File: config.mk
export PLATFORM = sky130hd
export DESIGN_NAME = xor_stream_cipher
export DESIGN_NICKNAME = d
export VERILOG_FILES = /design/src/rtl/xor_stream_cipher.sv
export SDC_FILE = /design/constraint.sdc
export NUM_CORES = 1
export LEC_CHECK = 0
export CAP_MARGIN = 20
export CORE_UTILIZATION = 31
export DETAILED_ROUTE_END_ITERATION = 8
export GPL_TIMING_DRIVEN = 0
export PLACE_DENSITY_LB_ADDON = 0.08
export SYNTH_ARGS = -nofsm -noshare
export SYNTH_HDL_FRONTEND = slang
export SYNTH_SLANG_ARGS = --single-unit
File: constraint.sdc
create_clock -name clk -period 2.52 [get_ports clk]
set_input_delay 0.756 -clock clk [delete_from_list [all_inputs] [get_ports clk]]
set_output_delay 0.756 -clock clk [all_outputs]
set_load 0.005 [all_outputs]
File: src/rtl/xor_stream_cipher.sv
// Streaming XOR cipher: LANE-wide key load, on-the-fly encryption with a repeating-key
// or 32-bit LFSR keystream, framed output with start/end flags and drop reporting.
//
// state   | meaning
// NOKEY   | no key loaded since reset
// KEYLOAD | key lanes being shifted in, message lanes dropped
// READY   | key valid, between frames
// STREAM  | key valid, inside a frame
module xor_stream_cipher #(
  parameter int KEY_BITS = 32,
  parameter int MSG_BITS = 512,
  parameter int LANE     = 1
) (
  input  logic            clk,
  input  logic            rst_n,
  input  logic            ena,
  input  logic [LANE-1:0] i_data,
  input  logic            i_load_key,
  input  logic            i_load_msg,
  input  logic            i_mode,
  output logic [LANE-1:0] o_data,
  output logic            o_valid,
  output logic            o_start,
  output logic            o_end,
  output logic            o_key_ready,
  output logic            o_drop
);
  localparam int KEY_LANES = KEY_BITS / LANE;
  localparam int MSG_LANES = MSG_BITS / LANE;
  localparam int PW        = $clog2(KEY_LANES);
  localparam int MW        = (MSG_LANES > 1) ? $clog2(MSG_LANES) : 1;

  typedef enum logic [1:0] {NOKEY, KEYLOAD, READY, STREAM} state_t;

  state_t                state_q, state_d;
  logic [KEY_BITS-1:0]   key_sr, key_rot;
  logic [PW-1:0]         key_cnt, key_cnt_base, key_ptr, ptr_eff;
  logic [MW-1:0]         msg_cnt;
  logic [31:0]           lfsr, lfsr_eff, lfsr_nx, seed;
  logic                  mode_q, mode_eff;
  logic [LANE-1:0]       ks;
  logic                  key_in, accept, frame_first, last_lane, key_done;

  assign key_in       = ena & i_load_key;
  assign accept       = ena & i_load_msg & o_key_ready & ~i_load_key;
  assign frame_first  = (msg_cnt == '0);
  assign last_lane    = (msg_cnt == MW'(MSG_LANES - 1));
  assign key_cnt_base = o_key_ready ? '0 : key_cnt;
  assign key_done     = key_in & ~o_key_ready & (key_cnt == PW'(KEY_LANES - 1));

  // First lane of a frame must use the freshly initialised keystream state.
  assign seed     = key_sr[31:0];
  assign ptr_eff  = frame_first ? '0 : key_ptr;
  assign mode_eff = frame_first ? i_mode : mode_q;
  assign lfsr_eff = frame_first ? ((seed == '0) ? 32'd1 : seed) : lfsr;

  always_comb begin
    key_rot = key_sr << (int'(ptr_eff) * LANE);
    ks      = '0;
    lfsr_nx = lfsr_eff;
    for (int i = 0; i < LANE; i++) begin
      if (mode_eff) ks[LANE-1-i] = lfsr_nx[31];
      lfsr_nx = {lfsr_nx[30:0], lfsr_nx[31] ^ lfsr_nx[21] ^ lfsr_nx[1] ^ lfsr_nx[0]};
    end
    if (!mode_eff) ks = key_rot[KEY_BITS-1 -: LANE];
  end

  always_comb begin
    state_d = state_q;
    unique case (state_q)
      NOKEY:   if (key_in) state_d = KEYLOAD;
      KEYLOAD: if (key_done) state_d = READY;
      READY: begin
        if (key_in) state_d = KEYLOAD;
        else if (accept && !last_lane) state_d = STREAM;
      end
      STREAM: begin
        if (key_in) state_d = KEYLOAD;
        else if (accept && last_lane) state_d = READY;
      end
      default: state_d = NOKEY;
    endcase
  end

  always_ff @(posedge clk or negedge rst_n) begin
    if (!rst_n) state_q <= NOKEY;
    else if (ena) state_q <= state_d;
  end

  always_ff @(posedge clk or negedge rst_n) begin
    if (!rst_n) begin
      key_sr      <= '0;
      key_cnt     <= '0;
      key_ptr     <= '0;
      msg_cnt     <= '0;
      lfsr        <= '0;
      mode_q      <= 1'b0;
      o_data      <= '0;
      o_valid     <= 1'b0;
      o_start     <= 1'b0;
      o_end       <= 1'b0;
      o_key_ready <= 1'b0;
      o_drop      <= 1'b0;
    end else if (!ena) begin
      o_valid <= 1'b0;
      o_start <= 1'b0;
      o_end   <= 1'b0;
      o_drop  <= 1'b0;
    end else begin
      o_valid <= accept;
      o_start <= accept & frame_first;
      o_end   <= accept & last_lane;
      o_drop  <= i_load_msg & (i_load_key | ~o_key_ready);
      if (i_load_key) begin
        // Key data always wins; a reload mid-frame abandons the frame silently.
        key_sr      <= {key_sr[KEY_BITS-LANE-1:0], i_data};
        key_cnt     <= key_done ? '0 : key_cnt_base + PW'(1);
        o_key_ready <= key_done;
        msg_cnt     <= '0;
      end else if (accept) begin
        o_data  <= i_data ^ ks;
        msg_cnt <= last_lane ? '0 : msg_cnt + MW'(1);
        key_ptr <= (ptr_eff == PW'(KEY_LANES - 1)) ? '0 : ptr_eff + PW'(1);
        lfsr    <= lfsr_nx;
        mode_q  <= mode_eff;
      end
    end
  end
endmodule

==> run summary, run 1 <==
met3 layer usage reported by global route: 0.0453
Pins Over Slew Limit: 0
kind of cell adding the most delay to the critical path: simple AND/OR/NAND/NOR gates
Max Clk Rate: 416 MHz
cell at the root of the clock tree: clkbuf_16
dpl hpwl: 7510 um
all-layer global routing usage: 0.167
number of antenna violations at the first check in global routing: 0
post-synth net total: 419
count of buffers from port buffering: 11
Final nets: 453
core region area: 13500 um2
slew at the pin closest to its max-slew limit: 0.621 ns
flip-flop cell with the highest count after synthesis: dfrtp_1
final critical-path share of the clock period: 0.955
worst min path class: primary input to async pin
ports placed on the boundary: 13
most used routing layer: met2
synthesized area divided by synthesized cell count: 10.7 um2
buffers from clock root to sink, at most: 2
largest net degree at the start of global routing: 52
clock tree from TritonCTS: yes
category of the worst setup path launch point: flip-flop
Die X: 121 um
total length of routed wires: 11100 um
number of sinks driven by the clock tree: 90
status: finished clean
Post-DP Area: 4720 um2
weighted congestion at the end of routability-driven global placement: 0.778
floorplan row count: 42
cell with the biggest individual delay on the critical path: dfrtp_1
total clock buffers created by CTS: 9
Worst Slack Setup Final: 0.114 ns
average routed wire per standard cell: 17.9 um
register area share after synthesis: 0.516
total congestion overflow after global routing: 0
CP most frequent cell: ha_2
met2 Usage GRT: 0.253
flip-flop and latch count after synthesis: 90
Fin Hold WS: 0.388 ns
final design utilization: 0.382
category of the critical setup timing path: flip-flop to flip-flop
max-capacitance violation count: 0
clock transition at the registers of the reported paths: 0.07 ns
data arrival time at the worst-slack endpoint: 2.66 ns
diode insertion count for antenna repair: 0
RSZ-0062 raised after global routing: false
Pleak: 2.35 nW
crit path time final: 2.41 ns
Setup violations, final: 0
vertical die dimension: 121 um
cell area after layout: 5160 um2
CP Data Required Time: 2.78 ns
number of design-rule violations left by the first detailed-router iteration: 196
met1 routing resource usage after global routing: 0.233
layout cell share with drive strength beyond 1: 0.207
Initial Utilization: 0.323
number of endpoints with negative hold slack in the final report: 0
worst slack at placement: -0.587 ns
biggest cell delay along the critical path: 0.38 ns
Post-DRT Antenna Nets: 0
P per Cell Area: 933 nW/um2
clock insertion delay at the later pin of the skew report: 0.35 ns
Ys Warns: 0
signed area change from the synthesized netlist to the final layout: 18.4%
via count of the first global-routing pass: 3219
synthesized netlist cell count: 406
slew margin rel.: 0.586
worst-case vdd ir drop: 514 uV
Overall Power: 4.82 mW
distinct cell type count after synthesis: 47
Syn Std Cell Area: 4360 um2
cells traversed along the worst timing path: inv_1 -> ha_1 -> nor4b_4 -> nand2_2 -> buf_8 -> clkbuf_8 -> and2_1 -> ha_2 -> nand3_1 -> nor2_1 -> ha_2 -> o32ai_2
H-tree depth: 3
setup clock skew after layout: 0.0113 ns
Die Footprint: 14500 um2
peak fanout along the critical path: 10
wire length of the first global-routing pass: 18200 um
main area contributors after synthesis: dfrtp_1, mux2_2, nand2_1
number of buffers and inverters on the critical path: 3
filler cell count: 1335
ys async rst share: 1.00
area leader, netlist: dfrtp_1
Yosys top cell area share: 0.516
EDFF count, synth: 0
category of the worst setup path capture point: flip-flop
remaining design rule violation count: 0
vias per cell: 5.19
number of detailed-route iterations in the first pass: 4
total number of vias: 3220
-- synthesized netlist by cell type (all sizes together) (3+ instances only) --
master  number
a21oi        8
a221oi      16
and2         5
and3         6
buf          8
clkbuf      15
dfrtp       90
ha           6
inv          6
mux2        35
mux2i       16
mux4         6
nand2       48
nand3       10
nand4        3
nor2        47
nor2b        4
nor4         9
o21ai       33
o31ai        3
xnor2        5
-- metal layers --
| metal | wire length [um] | vias up | share of wire |
|---|---|---|---|
| li1 | - | 1541 | - |
| met1 | 5540 | 1629 | 0.50 |
| met2 | 5060 | 46 | 0.46 |
| met3 | 403 | 4 | 0.036 |
| met4 | 92 | 0 | 0.0083 |
| met5 | 0 | - | 0 |
-- report_power, final --
part	internal (mW)	switching [mW]	total (mW)
logic	0.686	0.683	1.37
registers	1.74	0.311	2.05
clock network	0.796	0.599	1.39
total	3.22	1.59	4.82
-- sequential cells by signal (all words and copies together) (netlist names) --
name,cells
key_cnt,5
key_ptr,5
key_sr,32
lfsr,32
mode_q,1
msg_cnt,9
o_data,1
o_drop,1
o_end,1
o_key_ready,1
o_start,1
o_valid,1
-- cells by family (layout without fill, tap and decap cells) --
kind of cell               after synthesis  in the layout  synth area share
muxes                                   57             57             0.159
AOI/OAI and AO/OA                       78             78             0.119
buffers and inverters                   30             69            0.0264
adders and majority gates                6              6            0.0172
xor gates and xnor gates                 6              6            0.0121
and+or+nand+nor                        139            139             0.150
DFF                                     90             90             0.516
-- area by class of cell --
| type | instances | area [um2] | share of cell area |
|---|---|---|---|
| multi-input combinational | 286 | 2020 | 0.390 |
| buffer | 22 | 114 | 0.0221 |
| tap | 176 | 220 | 0.0427 |
| sequential | 90 | 2250 | 0.436 |
| inverter | 7 | 30.0 | 0.00582 |
| clock inverter | 6 | 66.3 | 0.0128 |
| clock buffer | 10 | 239 | 0.0463 |
| timing repair buffer | 24 | 225 | 0.0436 |
-- final timing paths --
kind | depth (start not counted) | to | start | slack (ns)
worst max register to register | 12 | key_ptr[3] | msg_cnt[0] | 0.11
worst min-delay path | 1 | lfsr[27] | rst_n | 0.39
min in group clk | 2 | lfsr[9] | lfsr[9] | 0.48
worst min register to register | 2 | lfsr[9] | lfsr[9] | 0.48
worst max-delay path | 12 | key_ptr[3] | msg_cnt[0] | 0.11
max in group asynchronous | 2 | lfsr[9] | rst_n | 1.50
-- metrics by stage --
stage / cells / TNS (ns)
2_1_floorplan: 406 / 0
6_report: 621 / 0
5_1_grt: 621 / 0
3_3_place_gp: 593 / -279.51
3_5_place_dp: 594 / -20.95
4_1_cts: 618 / -0.0127
-- layout by cell type (no fill, tap or decap), types with 4 or more instances in the layout --
cell / n
and2_1: 5
nor2b_1: 4
clkbuf_1: 9
mux2_2: 34
clkbuf_2: 5
nand3_1: 9
nor2_1: 45
clkbuf_16: 9
inv_1: 6
dfrtp_1: 90
clkdlybuf4s50_1: 10
a21oi_1: 8
and3_1: 6
clkinvlp_4: 4
o21ai_0: 33
nand2_1: 47
mux2i_1: 16
nor4_1: 8
a221oi_1: 16
buf_4: 13
ha_1: 4
mux4_2: 6
xnor2_1: 5
-- what timing repair did --
action / 4_1_cts / 5_1_grt
pin swaps: 0 / 1
setup buffers: 8 / 5
gates resized for setup: 9 / 14
endpoints found under the setup margin: 31 / 36
cloned: 0 / 0
hold buffers: 0 / 0
No activity file was read; power rests on OpenSTA's default activity.
==> run 2, diff against run 1 <==
Settings changed: CORE_UTILIZATION 31 to 45.
==> run 2 against run 1 <==
  * Design area decreased by 3.1%
  * Total power decreased by 5.1%
  * Register-to-register slack improved by 0.03 ns
  * Combinational power decreased by 9%
  * Maximum frequency increased by 1.4%
  * Clock skew decreased by 0.0011 ns
  * Largest cell class unchanged
==> run summary, run 2 (synthesis gave the netlist of run 1 again) <==
CP most frequent cell: ha_1
multi-input combinational cell area: 2010 um2
number of detailed-route iterations in the first pass: 5
crit path time final: 2.37 ns
number of sinks driven by the clock tree: 90
clock transition at the registers of the reported paths: 0.09 ns
cell at the root of the clock tree: clkbuf_8
Post-DP Area: 4660 um2
Setup violations, final: 0
registers with the highest flip-flop counts: key_sr (32), lfsr (32), msg_cnt (9)
diode insertion count for antenna repair: 0
Initial Utilization: 0.467
floorplan row count: 35
count of buffers from port buffering: 11
P per Cell Area: 913 nW/um2
core region area: 9330 um2
Die X: 100 um
via count of the first global-routing pass: 3124
number of cells on the critical path: 12
worst min path class: primary input to async pin
largest net degree at the start of global routing: 57
total length of routed wires: 9560 um
Sequential Area: 2250 um2
number of buffers and inverters on the critical path: 3
layout cell share with drive strength beyond 1: 0.184
slew margin rel.: 0.577
RSZ-0062 raised after global routing: false
category of the critical setup timing path: flip-flop to flip-flop
clock tree from TritonCTS: yes
Die Footprint: 10100 um2
Post-DRT Antenna Nets: 0
data arrival time at the worst-slack endpoint: 2.64 ns
setup clock skew after layout: 0.0102 ns
H-tree depth: 3
number of design-rule violations left by the first detailed-router iteration: 153
count of hold-fix buffers inserted at cts: 0
kind of cell adding the most delay to the critical path: simple AND/OR/NAND/NOR gates
cell area after layout: 5000 um2
signed area change from the synthesized netlist to the final layout: 14.8%
Pins Over Slew Limit: 0
vias per cell: 5.55
number of endpoints with negative hold slack in the final report: 0
leading cell types in the layout, fill and taps excluded: dfrtp_1, nand2_1, nor2_1
CP Data Required Time: 2.79 ns
max-capacitance violation count: 0
remaining design rule violation count: 0
Pleak: 2.31 nW
Crit. Startpoint: msg_cnt[1]
dpl hpwl: 6560 um
cell with the biggest individual delay on the critical path: dfrtp_1
final critical-path share of the clock period: 0.942
slew at the pin closest to its max-slew limit: 0.634 ns
cells traversed along the worst timing path: inv_1 -> ha_1 -> nor4b_4 -> nand2_2 -> buf_8 -> buf_4 -> and2_1 -> ha_1 -> nand3_2 -> nor2_1 -> ha_1 -> o31ai_1
most common cell after layout, fill and taps aside: dfrtp_1
capture point of the worst reg-to-reg path: key_ptr[0]
total congestion overflow after global routing: 0
worst r2r src: msg_cnt[1]
wire length of the first global-routing pass: 16400 um
worst setup path endpoint: key_ptr[0]
worst-case vdd ir drop: 379 uV
total clock buffers created by CTS: 9
all-layer global routing usage: 0.212
weighted congestion at the end of routability-driven global placement: 0.828
average routed wire per standard cell: 16.8 um
ports placed on the boundary: 13
peak fanout along the critical path: 10
total number of vias: 3159
buffers from clock root to sink, at most: 2
Max Clk Rate: 421 MHz
Final nets: 448
number of antenna violations at the first check in global routing: 0
biggest cell delay along the critical path: 0.41 ns
category of the worst setup path launch point: flip-flop
category of the worst setup path capture point: flip-flop
Fin Hold WS: 0.341 ns
vertical die dimension: 100 um
filler cell count: 859
setup slack, reg-to-reg: 0.15 ns
status: finished clean
clock insertion delay at the later pin of the skew report: 0.36 ns
Reg2Reg Depth: 12
run 2: layout make-up:
cell class,count,area share
well taps,129,0.0323
flip-flops and latches,90,0.450
clock buffers,9,0.0248
inverters,7,0.00525
multi-input cells,286,0.402
clock inverters,7,0.0283
repair buffers,18,0.0360
plain buffers,23,0.0217
run 2: how the worst min path moves through the flow:
stage / start / to / slack (ns) / cells past startpoint
after floorplan: key_cnt[4] / key_cnt[4] / 0.45 / 1
after global placement: lfsr[20] / lfsr[20] / 0.47 / 2
after detailed placement: key_cnt[4] / key_cnt[4] / 0.47 / 1
after CTS: rst_n / msg_cnt[4] / 0.34 / 1
after global routing: rst_n / msg_cnt[4] / 0.36 / 1
final: rst_n / msg_cnt[4] / 0.34 / 1
run 2: through the flow:
step | utilization | setup TNS [ns] | setup slack, ns | std cells | total power [mW]
after floorplan | - | 0 | 0.116 | 406 | 2.87
after global placement | 0.497 | -255.08 | -2.68 | 546 | 3.20
after detailed placement | 0.499 | -15.61 | -0.461 | 547 | 3.24
after CTS | 0.531 | 0 | 0.0151 | 566 | 4.56
after global routing | 0.537 | 0 | 0.0243 | 569 | 4.84
final | 0.537 | 0 | 0.147 | 569 | 4.57
run 2: routing by layer:
layer,part of all wire,wire length [um],global-route usage,vias to the layer above
li1,-,-,-,1516
met1,0.48,4630,0.305,1587
met2,0.47,4520,0.324,44
met3,0.029,277,0.0404,12
met4,0.013,127,0.0669,0
met5,0,0,0,-
run 2: power by group:
part | internal, mW | total, mW | switching, mW
clock | 0.758 | 1.28 | 0.521
combinational | 0.618 | 1.25 | 0.634
sequential | 1.74 | 2.04 | 0.300
run 2: repair_timing:
| item | CTS | global route |
|---|---|---|
| resized for setup | 6 | 11 |
| setup buffers | 3 | 3 |
| setup endpoints to repair | 12 | 26 |
| pin swaps | 0 | 2 |
==> run 3, diff against run 2 <==
Settings changed: CORE_UTILIZATION 45 to 50, GPL_ROUTABILITY_DRIVEN from default to 0.
==> run 3 against run 2 <==
  * Largest cell class unchanged
  * Design area shrank 1.1%
  * Critical path type unchanged
  * Clock-buffer cell count grew 2
  * Cell count shrank 4.0%
  * Routed wire length shrank 1.3%
  * Clock skew grew 0.0043 ns
  * Critical endpoint is now key_ptr[3]
==> run summary, run 3 (synthesis gave the netlist of run 1 again) <==
status: finished clean
setup clock skew after layout: 0.0145 ns
wire length of the first global-routing pass: 15500 um
Overall Power: 4.42 mW
worst-case vdd ir drop: 334 uV
met2 Usage GRT: 0.355
CP Data Required Time: 2.78 ns
Die Footprint: 9100 um2
Max Clk Rate: 414 MHz
final critical-path share of the clock period: 0.958
number of design-rule violations left by the first detailed-router iteration: 248
Pins Over Slew Limit: 0
category of the critical setup timing path: flip-flop to flip-flop
total number of vias: 3185
Post-DP Area: 4630 um2
total clock buffers created by CTS: 9
peak fanout along the critical path: 10
all-layer global routing usage: 0.227
cell area after layout: 4950 um2
H-tree depth: 3
count of buffers from port buffering: 11
Die X: 95.4 um
slew margin rel.: 0.590
remaining design rule violation count: 0
via count of the first global-routing pass: 3133
met3 layer usage reported by global route: 0.0351
met1 routing resource usage after global routing: 0.324
most used routing layer: met2
Initial Utilization: 0.523
data arrival time at the worst-slack endpoint: 2.67 ns
layout cell share with drive strength beyond 1: 0.184
leading cell types in the layout, fill and taps excluded: dfrtp_1, nand2_1, nor2_1
total length of routed wires: 9430 um
slew at the pin closest to its max-slew limit: 0.615 ns
number of sinks driven by the clock tree: 90
Pleak: 2.30 nW
category of the worst setup path capture point: flip-flop
Fin Hold WS: 0.366 ns
vias per cell: 5.83
floorplan row count: 33
core region area: 8340 um2
Post-DRT Antenna Nets: 0
dpl hpwl: 6460 um
registers with the highest flip-flop counts: key_sr (32), lfsr (32), msg_cnt (9)
number of detailed-route iterations in the first pass: 4
largest net degree at the start of global routing: 50
total congestion overflow after global routing: 0
ports placed on the boundary: 13
worst min path class: primary input to async pin
Final nets: 450
clock transition at the registers of the reported paths: 0.09 ns
diode insertion count for antenna repair: 0
most common cell after layout, fill and taps aside: dfrtp_1
max-capacitance violation count: 0
Setup violations, final: 0
number of antenna violations at the first check in global routing: 0
P per Cell Area: 893 nW/um2
vertical die dimension: 95.4 um
clock tree from TritonCTS: yes
signed area change from the synthesized netlist to the final layout: 13.5%
buffers from clock root to sink, at most: 2
clock insertion delay at the later pin of the skew report: 0.36 ns
cell at the root of the clock tree: clkbuf_8
category of the worst setup path launch point: flip-flop
crit path time final: 2.41 ns
average routed wire per standard cell: 17.3 um
number of endpoints with negative hold slack in the final report: 0
run 3: final timing paths:
path / slack, ns / depth (start not counted) / to / from
min in group clk: 0.48 / 2 / lfsr[4] / lfsr[4]
setup reg to reg: 0.11 / 12 / key_ptr[3] / msg_cnt[0]
max in group asynchronous: 1.51 / 2 / lfsr[23] / rst_n
setup / recovery: 0.11 / 12 / key_ptr[3] / msg_cnt[0]
hold reg to reg: 0.48 / 2 / lfsr[4] / lfsr[4]
hold / removal: 0.37 / 1 / msg_cnt[4] / rst_n
run 3: critical path, stage by stage, from the launching register on:
cell	delay, ns
dfrtp_1	0.41
inv_1	0.06
ha_1	0.14
nor4b_4	0.27
nand2_2	0.12
buf_8	0.16
clkbuf_8	0.16
and2_1	0.16
ha_2	0.19
nand3_2	0.08
nor2_1	0.05
ha_1	0.23
o32ai_2	0.27
run 3: timing repair:
item	CTS	global route
endpoints found under the hold margin	0	0
resized for setup	7	10
buffers inserted	1	7
hold buffers	0	0
endpoints found under the setup margin	14	25
pin swaps	0	0
run 3: metrics by stage:
step | std cells | utilization | TNS (ns) | setup WS [ns]
after floorplan | 406 | - | 0 | 0.116
after global placement | 522 | 0.552 | -247.59 | -2.61
after detailed placement | 523 | 0.555 | -15.04 | -0.447
after CTS | 539 | 0.584 | 0 | 0.00886
after global routing | 546 | 0.593 | -0.0425 | -0.0425
final | 546 | 0.593 | 0 | 0.106
run 3: area by class of cell:
type	count	area, um2
multi-input cells	286	2010
clock inverters	4	76.3
clock buffers	11	141
inverters	7	26.3
fillers	709	3390
well taps	105	131
flip-flops and latches	90	2250
repair buffers	20	195
plain buffers	23	115
run 3: report_power, final:
part           switching [mW]  internal [mW]
combinational           0.635          0.655
sequential              0.306           1.74
clock                   0.503          0.583
total                    1.44           2.98
run 3: per-layer routing:
metal | part of all wire | up-vias | wire, um
met5 | 0 | - | 0
met4 | 0.015 | 0 | 145
met1 | 0.48 | 1588 | 4560
li1 | - | 1531 | -
met3 | 0.029 | 16 | 276
met2 | 0.47 | 50 | 4450
